`config.mk`:
```
export PLATFORM = sky130hd
export DESIGN_NAME = fetch_unit
export DESIGN_NICKNAME = d
export VERILOG_FILES = /design/src/rtl/fetch_unit.sv
export SDC_FILE = /design/constraint.sdc
export NUM_CORES = 1
export LEC_CHECK = 0
export BUFFER_PORTS_ARGS = -buffer_cell sky130_fd_sc_hd__buf_2
export CORE_MARGIN = 1.5
export CORE_UTILIZATION = 50
export CTS_CLUSTER_SIZE = 25
export DETAILED_ROUTE_END_ITERATION = 7
export GPL_ROUTABILITY_DRIVEN = 0
export GPL_TIMING_DRIVEN = 1
export PLACE_DENSITY_LB_ADDON = 0.3
export SYNTH_ARGS = -nofsm -noshare
export SYNTH_HDL_FRONTEND = slang
export SYNTH_SLANG_ARGS = --single-unit
```
`constraint.sdc`:
```
create_clock -name clk -period 7.9 [get_ports clk]
set_input_delay 0.395 -clock clk [delete_from_list [all_inputs] [get_ports clk]]
set_output_delay 0.395 -clock clk [all_outputs]
set_load 0.05 [all_outputs]
```
`src/rtl/fetch_unit.sv`:
```
// Instruction fetch stage: PC generation, credit-limited imem requests, and an
// in-order instruction buffer toward decode. Optional perf counters: FETCH_PERF_CNT_EN.
module fetch_unit #(
    parameter int               XLEN      = 32,
    parameter logic [XLEN-1:0]  RESET_PC  = 32'h0000_0000,
    parameter int               BUF_DEPTH = 2
) (
    input  logic             clk,
    input  logic             rst_n,
    input  logic             pc_en,
    input  logic             br_taken,
    input  logic [XLEN-1:0]  br_target,
    output logic             imem_req_valid,
    input  logic             imem_req_ready,
    output logic [XLEN-1:0]  imem_req_addr,
    input  logic             imem_rsp_valid,
    input  logic [XLEN-1:0]  imem_rsp_data,
    output logic             id_valid,
    input  logic             id_ready,
    output logic [XLEN-1:0]  id_inst,
    output logic [XLEN-1:0]  id_pc
`ifdef FETCH_PERF_CNT_EN
    ,
    output logic [31:0]      perf_fetched,
    output logic [31:0]      perf_flushed
`endif
);
    localparam int AW = $clog2(BUF_DEPTH);
    localparam int CW = AW + 1;

    typedef enum logic [1:0] {BOOT, RUN, HOLD} state_t;

    state_t          state_reg;
    logic [XLEN-1:0] pc_reg;
    logic [CW-1:0]   outstanding_reg;
    logic [CW-1:0]   drop_reg;
    logic [CW-1:0]   count_reg;
    logic [AW-1:0]   rd_ptr_reg, wr_ptr_reg;
    logic [AW-1:0]   fq_rd_reg, fq_wr_reg;
    logic            req_hold_reg;

    logic [XLEN-1:0] inst_mem [BUF_DEPTH];
    logic [XLEN-1:0] pcb_mem  [BUF_DEPTH];
    logic [XLEN-1:0] fq_mem   [BUF_DEPTH];

    logic            pop, push, rsp_fire, req_fire, credit, drop_now;
    logic [CW-1:0]   occ_after;
    logic [CW:0]     credit_sum;

    assign id_valid   = (count_reg != '0);
    assign pop        = id_valid && id_ready;
    assign rsp_fire   = imem_rsp_valid && (outstanding_reg != '0);
    assign drop_now   = (drop_reg != '0);
    assign push       = rsp_fire && !drop_now && !br_taken;
    // A slot freed by this cycle's pop can be re-credited: its response lands next cycle at the earliest.
    assign occ_after  = count_reg - CW'(pop);
    assign credit_sum = {1'b0, outstanding_reg} + {1'b0, occ_after};
    assign credit     = credit_sum < (CW+1)'(BUF_DEPTH);

    // An un-accepted request keeps its credit so valid/addr stay stable until taken.
    assign imem_req_valid = !br_taken && !drop_now &&
                            (req_hold_reg || (state_reg == RUN && credit));
    assign imem_req_addr  = pc_reg;
    assign req_fire       = imem_req_valid && imem_req_ready;

    assign id_inst = id_valid ? inst_mem[rd_ptr_reg] : '0;
    assign id_pc   = id_valid ? pcb_mem[rd_ptr_reg]  : '0;

    always_ff @(posedge clk or negedge rst_n) begin
        if (!rst_n) begin
            state_reg <= BOOT;
        end else begin
            case (state_reg)
                BOOT:    state_reg <= RUN;
                RUN:     if (!pc_en) state_reg <= HOLD;
                HOLD:    if (pc_en)  state_reg <= RUN;
                default: state_reg <= BOOT;
            endcase
        end
    end

    always_ff @(posedge clk or negedge rst_n) begin
        if (!rst_n) begin
            pc_reg          <= RESET_PC;
            outstanding_reg <= '0;
            drop_reg        <= '0;
            count_reg       <= '0;
            rd_ptr_reg      <= '0;
            wr_ptr_reg      <= '0;
            fq_rd_reg       <= '0;
            fq_wr_reg       <= '0;
            req_hold_reg    <= 1'b0;
        end else if (br_taken) begin
            // Every in-flight response is now stale, including one arriving this cycle.
            pc_reg          <= {br_target[XLEN-1:2], 2'b00};
            outstanding_reg <= outstanding_reg - CW'(rsp_fire);
            drop_reg        <= outstanding_reg - CW'(rsp_fire);
            count_reg       <= '0;
            rd_ptr_reg      <= '0;
            wr_ptr_reg      <= '0;
            fq_rd_reg       <= '0;
            fq_wr_reg       <= '0;
            req_hold_reg    <= 1'b0;
        end else begin
            if (req_fire) begin
                pc_reg    <= pc_reg + XLEN'(4);
                fq_wr_reg <= fq_wr_reg + AW'(1);
            end
            outstanding_reg <= outstanding_reg + CW'(req_fire) - CW'(rsp_fire);
            if (rsp_fire && drop_now) drop_reg <= drop_reg - CW'(1);
            if (push) begin
                wr_ptr_reg <= wr_ptr_reg + AW'(1);
                fq_rd_reg  <= fq_rd_reg + AW'(1);
            end
            if (pop) rd_ptr_reg <= rd_ptr_reg + AW'(1);
            count_reg    <= count_reg + CW'(push) - CW'(pop);
            req_hold_reg <= imem_req_valid && !imem_req_ready;
        end
    end

    always_ff @(posedge clk) begin
        if (req_fire) fq_mem[fq_wr_reg] <= pc_reg;
        if (push) begin
            inst_mem[wr_ptr_reg] <= imem_rsp_data;
            pcb_mem[wr_ptr_reg]  <= fq_mem[fq_rd_reg];
        end
    end

`ifdef FETCH_PERF_CNT_EN
    logic [CW:0] flush_cnt;
    always_comb begin
        flush_cnt = '0;
        if (br_taken)
            flush_cnt = {1'b0, occ_after} + (CW+1)'(rsp_fire);
        else if (rsp_fire && drop_now)
            flush_cnt = (CW+1)'(1);
    end

    always_ff @(posedge clk or negedge rst_n) begin
        if (!rst_n) begin
            perf_fetched <= '0;
            perf_flushed <= '0;
        end else begin
            perf_fetched <= perf_fetched + 32'(pop);
            perf_flushed <= perf_flushed + 32'(flush_cnt);
        end
    end
`endif

    a_rsp_needs_outstanding: assert property (
        @(posedge clk) disable iff (!rst_n) imem_rsp_valid |-> (outstanding_reg != '0));

endmodule

```
After elaboration in Yosys (flattened, before gate mapping)
Memory sizes are Yosys's and may differ from the RTL's.
Index checks and enable logic that the tools add are counted.
{"block": "word_totals", "mem_bits_rw": 192, "elab_cells": 78, "n_memories": 3, "ff_bits": 45}
{"block": "classes", "eq_ne": 4, "n_reduce_logical": 23, "mux": 24, "add_sub_neg": 13, "order_cmp": 1}
{"name": "fq_mem", "depth": 2, "width": 32, "rd": 1, "rd_clocked_by_memory_dff": 0, "wr": 1, "line_no": "44", "source": "logic [XLEN-1:0] fq_mem [BUF_DEPTH];"}
{"name": "inst_mem", "depth": 2, "width": 32, "rd": 1, "rd_clocked_by_memory_dff": 0, "wr": 1, "line_no": "42", "source": "logic [XLEN-1:0] inst_mem [BUF_DEPTH];"}
{"name": "pcb_mem", "depth": 2, "width": 32, "rd": 1, "rd_clocked_by_memory_dff": 0, "wr": 1, "line_no": "43", "source": "logic [XLEN-1:0] pcb_mem [BUF_DEPTH];"}
{"op": "$mux 32", "count": 4}
{"op": "$add 32x3->32 const B", "count": 1}
{"op": "$reduce_bool 2->1", "count": 7}
{"op": "$mux 1", "count": 13}
{"op": "$mux 2", "count": 6}
{"op": "$logic_and 1x1->1", "count": 10}
{"op": "$sub 2x1->2", "count": 4}
{"op": "$pmux 2 s3", "count": 1}
{"op": "$add 1x1->1 const B", "count": 4}
{"op": "$add 2x1->2", "count": 2}
{"op": "$ne 2x2->1 const B", "count": 2}
{"op": "$add 2x2->3", "count": 1}
{"op": "$logic_not 1->1", "count": 3}
{"op": "$lt 3x2->1 const B", "count": 1}
{"op": "$eq 2x1->1 const B", "count": 1}
{"op": "$eq 2x2->1 const B", "count": 1}
{"op": "$logic_not 2->1", "count": 1}
{"op": "$reduce_and 2->1", "count": 1}
{"op": "$sub 2x1->2 const B", "count": 1}
{"op": "$logic_or 1x1->1", "count": 1}

Logic depth before layout (Yosys ltp)
{"block": "logic_depth", "depth_word": 12, "ltp_mapped": 15, "mapped_depth_nobuf": 14}

Worst setup path before layout
OpenSTA, ideal clock, no wires.
{"block": "synth_timing", "kind": "flip-flop to flip-flop", "start": "reg drop_reg[0]", "end": "mem inst_mem[0][0] (enable)", "t_required_ps": 7342, "period_less_slack_ps": 5574, "path_stages_with_launch": 6, "arrival_ps": 5016, "setup_slack_ps": 2326, "cell_sequence": "dfrtp_1 -> inv_1 -> ha_1 -> buf_2 -> nand2_1 -> nor3_1"}
{"block": "synth_between", "elab_chain_cells": 6}
{"element": "start, declared", "line_no": "36", "source": "logic [CW-1:0] drop_reg;"}
{"element": "start signal, assigned", "line_no": "97", "source": "drop_reg <= outstanding_reg - CW'(rsp_fire);"}
{"element": "start signal, assigned", "line_no": "110", "source": "if (rsp_fire && drop_now) drop_reg <= drop_reg - CW'(1);"}
{"element": "$reduce_bool 2->1", "line_no": "53", "source": "assign drop_now = (drop_reg != '0);"}
{"element": "$logic_not 1->1", "line_no": "54", "source": "assign push = rsp_fire && !drop_now && !br_taken;"}
{"element": "$logic_and 1x1->1 (2 in a row)", "line_no": "54"}
{"element": "$mux 1", "line_no": "123", "source": "if (push) begin"}
{"element": "$mux 1 (implied by the code)", "line_no": "124", "source": "inst_mem[wr_ptr_reg] <= imem_rsp_data;"}
{"element": "end, declared", "line_no": "42"}
Every way passes these cells.

Worst setup path in the final report
{"block": "layout_timing", "start": "reg count_reg[0]", "end": "mem fq_mem[0][28] (enable)"}
{"block": "layout_between", "elab_chain_cells": 11}
{"element": "start, declared", "line_no": "37", "source": "logic [CW-1:0] count_reg;"}
{"element": "start signal, assigned", "line_no": "116", "source": "count_reg <= count_reg + CW'(push) - CW'(pop);"}
{"element": "$reduce_bool 2->1", "line_no": "50", "source": "assign id_valid = (count_reg != '0);"}
{"element": "$logic_and 1x1->1", "line_no": "51", "source": "assign pop = id_valid && id_ready;"}
{"element": "$sub 2x1->2 *", "line_no": "56", "source": "assign occ_after = count_reg - CW'(pop);"}
{"element": "$add 2x2->3 *", "line_no": "57", "source": "assign credit_sum = {1'b0, outstanding_reg} + {1'b0, occ_after};"}
{"element": "$lt 3x2->1 *", "line_no": "58", "source": "assign credit = credit_sum < (CW+1)'(BUF_DEPTH);"}
{"element": "$logic_and 1x1->1 *", "line_no": "62", "source": "(req_hold_reg || (state_reg == RUN && credit));"}
{"element": "$logic_or 1x1->1 *", "line_no": "62"}
{"element": "$logic_and 1x1->1 *", "line_no": "61", "source": "assign imem_req_valid = !br_taken && !drop_now &&"}
{"element": "$logic_and 1x1->1 *", "line_no": "64", "source": "assign req_fire = imem_req_valid && imem_req_ready;"}
{"element": "$mux 1 *", "line_no": "122", "source": "if (req_fire) fq_mem[fq_wr_reg] <= pc_reg;"}
{"element": "$mux 1 (implied by the code) *", "line_no": "122"}
{"element": "end, declared", "line_no": "44"}
Mark *: on every way between the ends. The rest lies on a longest branch, timed or not.

==> flow_summary.toml <==
[clocking]
post-cts-setup-buffers = 0
postCtsResizedCells = 0
path_clk_slew_ns = 0.06
root_buffer = "clkbuf_16"
cts_htree_levels = 1
cts_hold_buf = 0
cts_tree = "done"
cts_max_path_buffers = 3
clock_sinks = 227
numCtsBuffers = 24
insertion_delay_ns = 0.51

[final_layout]
mostFrequentLayoutCells = "184 x edfxtp_1, 162 x buf_2, 84 x nor2_1"
largest_registers = "inst_mem: 64 flops, fq_mem: 60 flops, pcb_mem: 60 flops"
area_delta_synth_final_pct = 19.4
largest-register = "inst_mem"
largest_register_ffs = 64
stdcell_area_um2 = 11300
fin_util_pct = 60.8
fin_nets = 900
drive_gt1_share_pct = 31.1
final_common_cell = "edfxtp_1"
diodes = 0

[power]
p_int_uw = 2400
seq_power_share_pct = 39.4
p_sw_share_pct = 36.8
max-vdd-ir-drop_mv = 0.328
leakage_uw = 0.00427
p_clk_share_pct = 29.0
total_power_uw = 3810
comb_power_share_pct = 31.6
switchingPower_uw = 1400
cellPowerDensity_nw_per_um2 = 336

[worst_hold_path]
hp-class = "in2async"

[routing]
wl_met3_um = 1400
dr.first_iter.drc_count = 420
ant_nets = 0
drt-pass1-iter-count = 5
met2WireLength_um = 9860
drt_wl_total_um = 20100
highest_layer = "met4"
drt-wirelength-per-cell_um = 18.7
via_per_inst = 5.46
wl_met1_um = 8420
vias = 5867
post-route-drc-count = 0

[logic_synthesis]
syn_avg_cell_area_um2 = 14.5
yosys_warnings = 0
yosysSeqAreaShare_pct = 69.5
ys_types = 62
synth_edf_count = 184
ys_ff_latch = 227
syn_inst = 655
synthFlopType = "edfxtp_1"
syn_area_um2 = 9500
synthArstFlopShare_pct = 18.9

[die]
initial_core_util_pct = 50.9
coreArea_um2 = 18600
fp.dieW_um = 141
die_h_um = 141
pin_count = 169
num_rows = 50
die-area_um2 = 19800

[setup_path]
path_max_fanout = 21
crit_path_start_kind = "register"
worst_path_max_delay_cell = "a21oi_2"
endpoint_kind = "register"
critPathKind = "reg2reg"
critPathTopFamily = "compound AO/OA/AOI/OAI gates"
critical-path-max-stage-delay_ns = 0.58
crit_chain = "inv_1 > o21ai_0 > nand2_1 > fa_1 > nand4b_4 > a21oi_2 > inv_2 > nor2_2 > buf_4"
critPathRequiredTime_ns = 8.07
worst_ep_arrival_time_ns = 3.82
critPathBufInv = 3

[job]
cap_violations = 0

[sta]
tightestPinTransition_ns = 1.02
drv_slew = 0
hold_viol_final = 0
timing.final.crit_period_ns = 3.64
finalSetupViolations = 0
skew_ns = 0.0122
rsz0062_at_grt = "false"
fmax_mhz = 275
fin_crit_sh_pct = 46.1
slew_headroom_pct = 32.0
final.setup.tns_ns = 0
fin_ws_ns = 4.26

[grt]
grt_antenna_before_repair = 0
grt_first_pass_wirelength_um = 32000
grt_pass1_vias = 6032
track_usage_pct = 20.5
grt_overflow_total = 0
grt_max_degree = 64

[placement]
dpl-instance-area_um2 = 10600
pre_cts_ws_ns = 4.25
hpwlAfterDp_um = 13100
port_buffers = 162

[status]
outcome = "finished, final reports clean"
## power groups by stage
stage,clock [uW],sequential [uW],combinational [uW]
finish,1100,1500,1200
CTS,1130,1500,1210
global route,1170,1510,1290
detailed placement,0,1530,1210
floorplan,0,1540,906
global placement,0,1520,1190
## per-stage QoR
step	instances	hold WS, ns
after detailed placement	1030	0.508
after global routing	1074	0.0381
final	1074	0.0520
after CTS	1074	0.0328
after global placement	1030	0.499
after floorplan	658	0.0994
## worst paths after layout
| check | startpoint | end | slack [ns] | depth (start not counted) |
|---|---|---|---|---|
| max | count_reg[0] | fq_mem[0][28] | 4.26 | 9 |
| max reg2reg | count_reg[0] | fq_mem[0][28] | 4.26 | 9 |
| max in group asynchronous | rst_n | rd_ptr_reg | 7.08 | 1 |
| min reg2reg | imem_req_addr[31] | fq_mem[1][31] | 0.52 | 0 |
| min in group clk | pc_en | state_reg[1] | 0.05 | 2 |
| min | rst_n | outstanding_reg[1] | 0.05 | 1 |
## routing by layer
layer | global-route usage (%) | up-vias
met5 | 0 | -
met4 | 5.65 | 0
met3 | 3.94 | 31
met2 | 35.8 | 229
met1 | 26.4 | 2866
li1 | - | 2741
## synthesized netlist by cell type (2+ instances only)
| master | count | share of area (%) |
|---|---|---|
| edfxtp_1 | 184 | 58 |
| nor2_1 | 86 | 3.4 |
| mux2i_1 | 63 | 6.6 |
| dfrtp_1 | 43 | 11 |
| nand2_1 | 38 | 1.5 |
| mux2_2 | 35 | 4.1 |
| o21ai_0 | 24 | 1.3 |
| inv_1 | 16 | 0.63 |
| xnor2_1 | 16 | 1.5 |
| clkbuf_1 | 15 | 0.59 |
| xor2_1 | 12 | 1.1 |
| nand3_1 | 11 | 0.58 |
| nor3_1 | 11 | 0.58 |
| a21oi_1 | 9 | 0.47 |
| buf_1 | 9 | 0.36 |
| nand4_1 | 9 | 0.59 |
| ha_1 | 6 | 0.79 |
| o21ai_1 | 5 | 0.26 |
| a311oi_1 | 4 | 0.37 |
| and3_1 | 4 | 0.26 |
| buf_4 | 4 | 0.32 |
| and2_1 | 3 | 0.20 |
| buf_2 | 3 | 0.16 |
| nor4_1 | 3 | 0.20 |
| nor2b_1 | 2 | 0.13 |
| nor3_2 | 2 | 0.21 |
| o22ai_1 | 2 | 0.13 |
| or4_1 | 2 | 0.16 |
## kinds of logic after synthesis
kind of cell | share of synthesized area [%]
flip-flops | 69.5
AND/OR/NAND/NOR | 10.1
multiplexers | 10.8
AO/OA/AOI/OAI | 3.83
buffers and inverters | 2.13
XOR/XNOR | 2.58
adder cells (fa/ha/maj) | 1.00
other | 0.0395
## final cells by class
class	count	area (um2)
Multi-Input combinational cell	382	2720
Inverter	18	67.6
Clock buffer	39	738
Fill cell	1456	7300
Sequential cell	227	6610
Tap cell	234	293
Clock inverter	5	51.3
Timing Repair Buffer	169	863
Power figures use the tool's default switching activity.
